--- config.mk ---
export PLATFORM = sky130hd
export DESIGN_NAME = lsu_ctrl
export DESIGN_NICKNAME = d
export VERILOG_FILES = /design/src/rtl/lsu_ctrl_pkg.sv /design/src/rtl/lsu_align.sv /design/src/rtl/lsu_ctrl.sv
export SDC_FILE = /design/constraint.sdc
export NUM_CORES = 1
export LEC_CHECK = 0
export CAP_MARGIN = 20
export CORE_UTILIZATION = 35
export CTS_CLUSTER_SIZE = 40
export DETAILED_ROUTE_END_ITERATION = 7
export SLEW_MARGIN = 20
export SYNTH_ARGS = -nofsm -noshare
export SYNTH_HDL_FRONTEND = slang
export SYNTH_SLANG_ARGS = --single-unit
--- constraint.sdc ---
create_clock -name clk -period 4.9 [get_ports clk]
set_input_delay 0.735 -clock clk [delete_from_list [all_inputs] [get_ports clk]]
set_output_delay 0.735 -clock clk [all_outputs]
set_load 0.005 [all_outputs]
--- src/rtl/lsu_ctrl_pkg.sv ---
// Shared definitions for the load/store unit: access sizes, FSM states,
// memory latency bounds and the alignment check.
package lsu_ctrl_pkg;

    typedef enum logic [1:0] {
        SIZE_BYTE = 2'b00,
        SIZE_HALF = 2'b01,
        SIZE_WORD = 2'b10,
        SIZE_ILL  = 2'b11
    } lsu_size_e;

    typedef enum logic [1:0] {
        ST_IDLE   = 2'b00,
        ST_ACCESS = 2'b01,
        ST_WAIT   = 2'b10,
        ST_RESP   = 2'b11
    } lsu_state_e;

    localparam int unsigned MEM_LAT_MIN = 1;
    localparam int unsigned MEM_LAT_MAX = 4;

    // Size 11 is never a legal access, so it is reported like a misalignment.
    function automatic logic is_misaligned(input logic [1:0] size, input logic [1:0] addr_lo);
        logic bad_s;
        case (size)
            SIZE_BYTE: bad_s = 1'b0;
            SIZE_HALF: bad_s = addr_lo[0];
            SIZE_WORD: bad_s = (addr_lo != 2'b00);
            default:   bad_s = 1'b1;
        endcase
        return bad_s;
    endfunction

endpackage

--- src/rtl/lsu_align.sv ---
// Byte-lane steering for stores and lane extraction plus sign/zero
// extension for loads; purely combinational.
module lsu_align
    import lsu_ctrl_pkg::*;
(
    input  logic [1:0]  size,
    input  logic        is_unsigned,
    input  logic [1:0]  addr_lo,
    input  logic [31:0] wdata,
    input  logic [31:0] rdata,
    output logic [3:0]  be,
    output logic [31:0] wdata_lane,
    output logic [31:0] rdata_ext
);

    logic [31:0] shifted_s;

    assign shifted_s = rdata >> {addr_lo, 3'b000};

    // Store lane enables and data replication by access size
    always_comb begin
        be         = 4'b0000;
        wdata_lane = 32'h0000_0000;
        case (size)
            SIZE_BYTE: begin
                be         = 4'b0001 << addr_lo;
                wdata_lane = {4{wdata[7:0]}};
            end
            SIZE_HALF: begin
                be         = 4'b0011 << addr_lo;
                wdata_lane = {2{wdata[15:0]}};
            end
            SIZE_WORD: begin
                be         = 4'b1111 << addr_lo;
                wdata_lane = wdata;
            end
            default: begin
                be         = 4'b0000;
                wdata_lane = 32'h0000_0000;
            end
        endcase
    end

    // Load data truncation and extension by access size
    always_comb begin
        rdata_ext = 32'h0000_0000;
        case (size)
            SIZE_BYTE: rdata_ext = is_unsigned ? {24'h00_0000, shifted_s[7:0]}
                                               : {{24{shifted_s[7]}}, shifted_s[7:0]};
            SIZE_HALF: rdata_ext = is_unsigned ? {16'h0000, shifted_s[15:0]}
                                               : {{16{shifted_s[15]}}, shifted_s[15:0]};
            SIZE_WORD: rdata_ext = shifted_s;
            default:   rdata_ext = 32'h0000_0000;
        endcase
    end

endmodule

--- src/rtl/lsu_ctrl.sv ---
// Load/store unit controller: accepts one request at a time, drives the data
// RAM for MEM_LAT cycles on loads or one cycle on stores, then pulses a response.
module lsu_ctrl
    import lsu_ctrl_pkg::*;
#(
    parameter int unsigned MEM_LAT = 1
)
(
    input  logic        clk,
    input  logic        rst_n,
    input  logic        req_valid_i,
    output logic        req_ready_o,
    input  logic        req_we_i,
    input  logic [1:0]  req_size_i,
    input  logic        req_unsigned_i,
    input  logic [31:0] req_addr_i,
    input  logic [31:0] req_wdata_i,
    output logic        resp_valid_o,
    output logic [31:0] resp_rdata_o,
    output logic        resp_misalign_o,
    output logic [31:0] mem_addr_o,
    output logic        mem_we_o,
    output logic        mem_re_o,
    output logic [3:0]  mem_be_o,
    output logic [31:0] mem_wdata_o,
    input  logic [31:0] mem_rdata_i
);

    localparam logic [1:0] LAT_CNT = 2'(MEM_LAT - 1);

    lsu_state_e  state_r, state_nxt_s;
    logic [1:0]  cnt_r, cnt_nxt_s;
    logic        we_r, uns_r;
    logic [1:0]  size_r;
    logic [31:0] addr_r, wdata_r;

    logic        hs_s, in_mem_s, misalign_nxt_s;
    logic        we_nxt_s, uns_nxt_s;
    logic [1:0]  size_nxt_s;
    logic [31:0] addr_nxt_s, wdata_nxt_s;
    logic [3:0]  be_s;
    logic [31:0] wdata_lane_s, rdata_ext_s;

    logic        ready_r, resp_valid_r, resp_misalign_r, mem_we_r, mem_re_r;
    logic [31:0] resp_rdata_r, mem_addr_r, mem_wdata_r;
    logic [3:0]  mem_be_r;

    assign hs_s        = req_valid_i & ready_r;
    assign we_nxt_s    = hs_s ? req_we_i       : we_r;
    assign uns_nxt_s   = hs_s ? req_unsigned_i : uns_r;
    assign size_nxt_s  = hs_s ? req_size_i     : size_r;
    assign addr_nxt_s  = hs_s ? req_addr_i     : addr_r;
    assign wdata_nxt_s = hs_s ? req_wdata_i    : wdata_r;

    assign misalign_nxt_s = is_misaligned(size_nxt_s, addr_nxt_s[1:0]);

    lsu_align u_align (
        .size        (size_nxt_s),
        .is_unsigned (uns_nxt_s),
        .addr_lo     (addr_nxt_s[1:0]),
        .wdata       (wdata_nxt_s),
        .rdata       (mem_rdata_i),
        .be          (be_s),
        .wdata_lane  (wdata_lane_s),
        .rdata_ext   (rdata_ext_s)
    );

    // Next-state logic and load latency down-counter
    always_comb begin
        state_nxt_s = state_r;
        cnt_nxt_s   = cnt_r;
        case (state_r)
            ST_IDLE: begin
                if (hs_s) begin
                    if (misalign_nxt_s) begin
                        state_nxt_s = ST_RESP;
                        cnt_nxt_s   = 2'b00;
                    end else begin
                        state_nxt_s = ST_ACCESS;
                        cnt_nxt_s   = req_we_i ? 2'b00 : LAT_CNT;
                    end
                end else begin
                    state_nxt_s = ST_IDLE;
                end
            end
            ST_ACCESS, ST_WAIT: begin
                if (cnt_r == 2'b00) begin
                    state_nxt_s = ST_RESP;
                end else begin
                    state_nxt_s = ST_WAIT;
                    cnt_nxt_s   = cnt_r - 2'b01;
                end
            end
            ST_RESP: state_nxt_s = ST_IDLE;
            default: state_nxt_s = ST_IDLE;
        endcase
    end

    assign in_mem_s = (state_nxt_s == ST_ACCESS) || (state_nxt_s == ST_WAIT);

    // State, request fields and registered outputs; outputs reflect the next state
    always_ff @(posedge clk or negedge rst_n) begin
        if (!rst_n) begin
            state_r         <= ST_IDLE;
            cnt_r           <= 2'b00;
            we_r            <= 1'b0;
            uns_r           <= 1'b0;
            size_r          <= 2'b00;
            addr_r          <= 32'h0000_0000;
            wdata_r         <= 32'h0000_0000;
            ready_r         <= 1'b1;
            resp_valid_r    <= 1'b0;
            resp_misalign_r <= 1'b0;
            resp_rdata_r    <= 32'h0000_0000;
            mem_we_r        <= 1'b0;
            mem_re_r        <= 1'b0;
            mem_be_r        <= 4'b0000;
            mem_addr_r      <= 32'h0000_0000;
            mem_wdata_r     <= 32'h0000_0000;
        end else begin
            state_r         <= state_nxt_s;
            cnt_r           <= cnt_nxt_s;
            we_r            <= we_nxt_s;
            uns_r           <= uns_nxt_s;
            size_r          <= size_nxt_s;
            addr_r          <= addr_nxt_s;
            wdata_r         <= wdata_nxt_s;
            ready_r         <= (state_nxt_s == ST_IDLE);
            resp_valid_r    <= (state_nxt_s == ST_RESP);
            resp_misalign_r <= (state_nxt_s == ST_RESP) & misalign_nxt_s;
            // Load data is captured on the last read cycle, as the FSM enters RESP
            resp_rdata_r    <= ((state_nxt_s == ST_RESP) && !we_nxt_s && !misalign_nxt_s)
                               ? rdata_ext_s : 32'h0000_0000;
            mem_we_r        <= in_mem_s & we_nxt_s;
            mem_re_r        <= in_mem_s & ~we_nxt_s;
            mem_be_r        <= in_mem_s ? be_s : 4'b0000;
            mem_addr_r      <= in_mem_s ? {addr_nxt_s[31:2], 2'b00} : 32'h0000_0000;
            mem_wdata_r     <= (in_mem_s & we_nxt_s) ? wdata_lane_s : 32'h0000_0000;
        end
    end

    assign req_ready_o     = ready_r;
    assign resp_valid_o    = resp_valid_r;
    assign resp_misalign_o = resp_misalign_r;
    assign resp_rdata_o    = resp_rdata_r;
    assign mem_we_o        = mem_we_r;
    assign mem_re_o        = mem_re_r;
    assign mem_be_o        = mem_be_r;
    assign mem_addr_o      = mem_addr_r;
    assign mem_wdata_o     = mem_wdata_r;

endmodule

==> impl_summary.txt <==
----------------------------------------------------
[Routing]
  Antenna viol nets, final ... 0
  Total vias in the final route ... 5440
  TritonRoute pass-1 iters ... 5
  DRT iter0 DRCs ... 338
  Overall routed net length ... 18800 um
  Number of remaining DRC errors ... 0
  DR WL/cell ... 16.5 um
  Number of vias per cell after detailed routing ... 4.76

[CTS]
  Post-cts gate resize count ... 0
  Clock Sinks ... 175
  Number of buffers inserted during clock tree synthesis ... 17
  Clock tree from TritonCTS ... done
  Clock latency on the worst-skew pair ... 430 ps
  Clock Root Buffer ... clkbuf_16
  Setup Buffers After CTS ... 0
  Post-CTS clock slew at the launch and capture registers of the worst setup and hold paths ... 70 ps
  Clock buffer depth ... 2
  Number of buffers added to fix hold violations after cts ... 0
  CTS H-tree depth ... 4

[Logic synthesis]
  Share of synthesized registers carrying an async set or reset ... 100%
  Number of synthesized flops with an enable pin ... 0
  Yosys reg bits ... 175
  Mean instance size in the synthesized netlist ... 10.6 sq um
  Portion of the post-synthesis area used by sequential elements ... 61.2%
  Yosys cell types ... 56
  Area of the mapped netlist ... 7160 sq um
  Yosys warns ... 0
  Synth Instances ... 676
  Most used flip-flop cell after synthesis ... dfrtp_1

[Placed design]
  IO Port Bufs ... 205
  Final weighted congestion of routability-driven global placement ... 0.769
  Half-perimeter wire length after detailed placement ... 12400 um
  Cell total after placement ... 1111

[Global routing]
  First-pass GRT wire length ... 30400 um
  Vias in the first global route ... 5404
  Pin count of the biggest net entering global routing ... 99
  Number of antenna violations at the first check in global routing ... 0
  Residual overflow from global routing ... 0
  GR Util All Layers ... 18.7%

[Worst setup path]
  Critical R2R Capture ... mem_wdata_o[1]
  Worst EP required ... 5250 ps
  Cell count along the critical path ... 14
  Launching point of the worst reg2reg path ... req_ready_o
  Highest-delay cell along the critical path ... clkdlybuf4s50_1
  R2R cell count ... 13
  Critical path buffer and inverter count ... 3
  Ordered cell list for the critical path ... clkdlybuf4s50_1, nand2_2, mux2i_1, inv_1, ha_1, nor2_1, o21ai_0, a31o_2, ha_1, nand2b_1, or2_1, buf_4, o21bai_2, nor2b_1
  Worst-case register-to-register setup slack ... 1450 ps
  Highest fanout seen on the critical path ... 25
  Critical path's top delay family ... simple AND/OR/NAND/NOR gates
  Critical path startpoint ... req_valid_i
  Data arrival time of the worst path ... 4150 ps
  Cell with the most instances on the worst path ... ha_1
  Crit Path Category ... input pin to flop
  Crit path capture type ... flop
  Nature of the critical path startpoint ... input pin
  Largest stage delay on the critical path ... 560 ps
  Endpoint of the most critical setup path ... mem_wdata_o[1]

[Die]
  Core footprint ... 19800 sq um
  Die outline height ... 145 um
  Die ar. ... 21000 sq um
  Number of placed I/O pins ... 208
  Initial Utilization ... 36.2%
  Die X-Extent ... 145 um
  Number of rows in the core area ... 51

[Finish]
  Count of placed standard cells in the final layout, fillers left out ... 1143
  Most common cell after layout, fill and taps aside ... nand2_1
  Area Growth Syn to Fin ... 40.0%
  Utilization after layout ... 50.7%
  Number of antenna cells inserted ... 0
  Commonest cells after routing, fill and taps aside ... nand2_1, clkdlybuf4s50_1, dfrtp_1, and2_1, nor2_1
  Layout Nets ... 976
  Fraction of final layout cells with drive strength greater than 1 ... 9.79%

[Power and ir drop]
  Cell Pwr Density ... 561 nW/um^2
  Worst VDD drop ... 344 uV
  Leakage power of the design ... 4.67 nW

[Timing]
  Worst Tran Pin Value ... 941 ps
  Headroom to the max-slew limit ... 37.3%
  Final worst-path cycle share ... 77.5%
  Worst Clk Skew ... 11.7 ps
  Final Hold Vio Count ... 0
  Setup repair after global routing missed its margin ... false
  Max-slew violations ... 0
  Maximum achievable frequency ... 0.263 GHz
  Total negative slack ... 0 ps
  Setup-failing EPs final ... 0
  Tmin final ... 3800 ps

[Status]
  Status ... complete, no violations

[Worst hold path]
  Path type of the worst min-delay path ... input pin to async pin

[Job]
  Count of max-cap constraint violations ... 0

----------------------------------------------------
[sequential cells by signal, summed over array words and instances, names as in the netlist, 2 cells and up]
name and count:
mem_be_o 4, state_r 2, addr_r 32, wdata_r 32, mem_addr_o 30, size_r 2
mem_wdata_o 32, cnt_r 2, resp_rdata_o 32
[cells in the mapped netlist (all sizes together) (2+ instances only)]
cell type    n  area (sq um)
and4b        2          20.0
a22o         2          17.5
inv         14          57.6
mux2        14           158
a21bo        2          20.0
nor3         4          25.0
ha           8           100
o211ai       2          20.0
a31oi       18           175
o211a        7          70.1
nor2        29           116
a211oi       3          22.5
mux2i        5          50.1
a22oi       23           173
a31o         2          17.5
a222oi       7          70.1
nand2      218           821
clkbuf      23          86.3
a21oi       14          70.1
or2          3          18.8
dfrtp      174          4350
buf         23           148
o21ai        2          10.0
nand3       19           108
nor2b       10          62.6
and2        33           209
and3         2          17.5
[power by group]
| part | switching (mW) | internal [mW] |
|---|---|---|
| sequential | 0.137 | 1.89 |
| combinational | 1.25 | 0.921 |
| clock | 0.593 | 0.826 |
| total | 1.98 | 3.64 |
[per-stage QoR]
step	instance area (sq um)	setup WS, ps	power [mW]	hold WS (ps)
3_5_place_dp	9400	668	4.26	450
4_1_cts	10000	1120	5.69	455
6_report	10000	1100	5.62	383
2_1_floorplan	7160	1220	3.41	434
5_1_grt	10000	798	6.01	480
3_3_place_gp	9400	775	4.23	447
[routing by layer]
layer | routed length (um) | vias to the layer above | GRT usage (%) | part of all wire, %
li1 | - | 2615 | - | -
met1 | 8860 | 2638 | 26.0 | 47
met2 | 8800 | 164 | 28.7 | 47
met3 | 863 | 23 | 4.43 | 4.6
met4 | 293 | 0 | 6.01 | 1.6
met5 | 0 | - | 0 | 0
[worst min path at each step]
| stage | start | end | slack, ps |
|---|---|---|---|
| finish | rst_n | wdata_r[31] | 380 |
| global route | rst_n | wdata_r[31] | 480 |
| CTS | rst_n | wdata_r[31] | 450 |
| detailed placement | addr_r[25] | addr_r[25] | 450 |
| global placement | addr_r[4] | addr_r[4] | 450 |
| floorplan | addr_r[10] | addr_r[10] | 430 |
[area by class of cell]
cell class,count,area (sq um)
Tap cell,265,332
Sequential cell,175,4380
Clock inverter,14,180
Multi-Input combinational cell,442,2490
Fill cell,1834,9760
Inverter,14,57.6
Timing Repair Buffer,215,2140
Clock buffer,18,439
[worst register-to-register path: stages (launching register included)]
cell,delay (ps)
dfstp_2,640
nand2_2,100
mux2i_1,270
inv_1,120
ha_1,230
nor2_1,250
o21ai_0,170
a31o_2,280
ha_1,290
nand2b_1,130
or2_1,240
buf_4,220
o21bai_2,310
nor2b_1,140
[cell families after synthesis]
group,Yosys count,synth area share (%)
and+or+nand+nor,324,19.9
DFF,175,61.2
AOI/OAI and AO/OA,89,10.5
buffers and inverters,60,4.07
muxes,19,2.90
adders and majority gates,8,1.40
other,1,0.0524
Note: power is estimated with default switching activity, not from simulation.
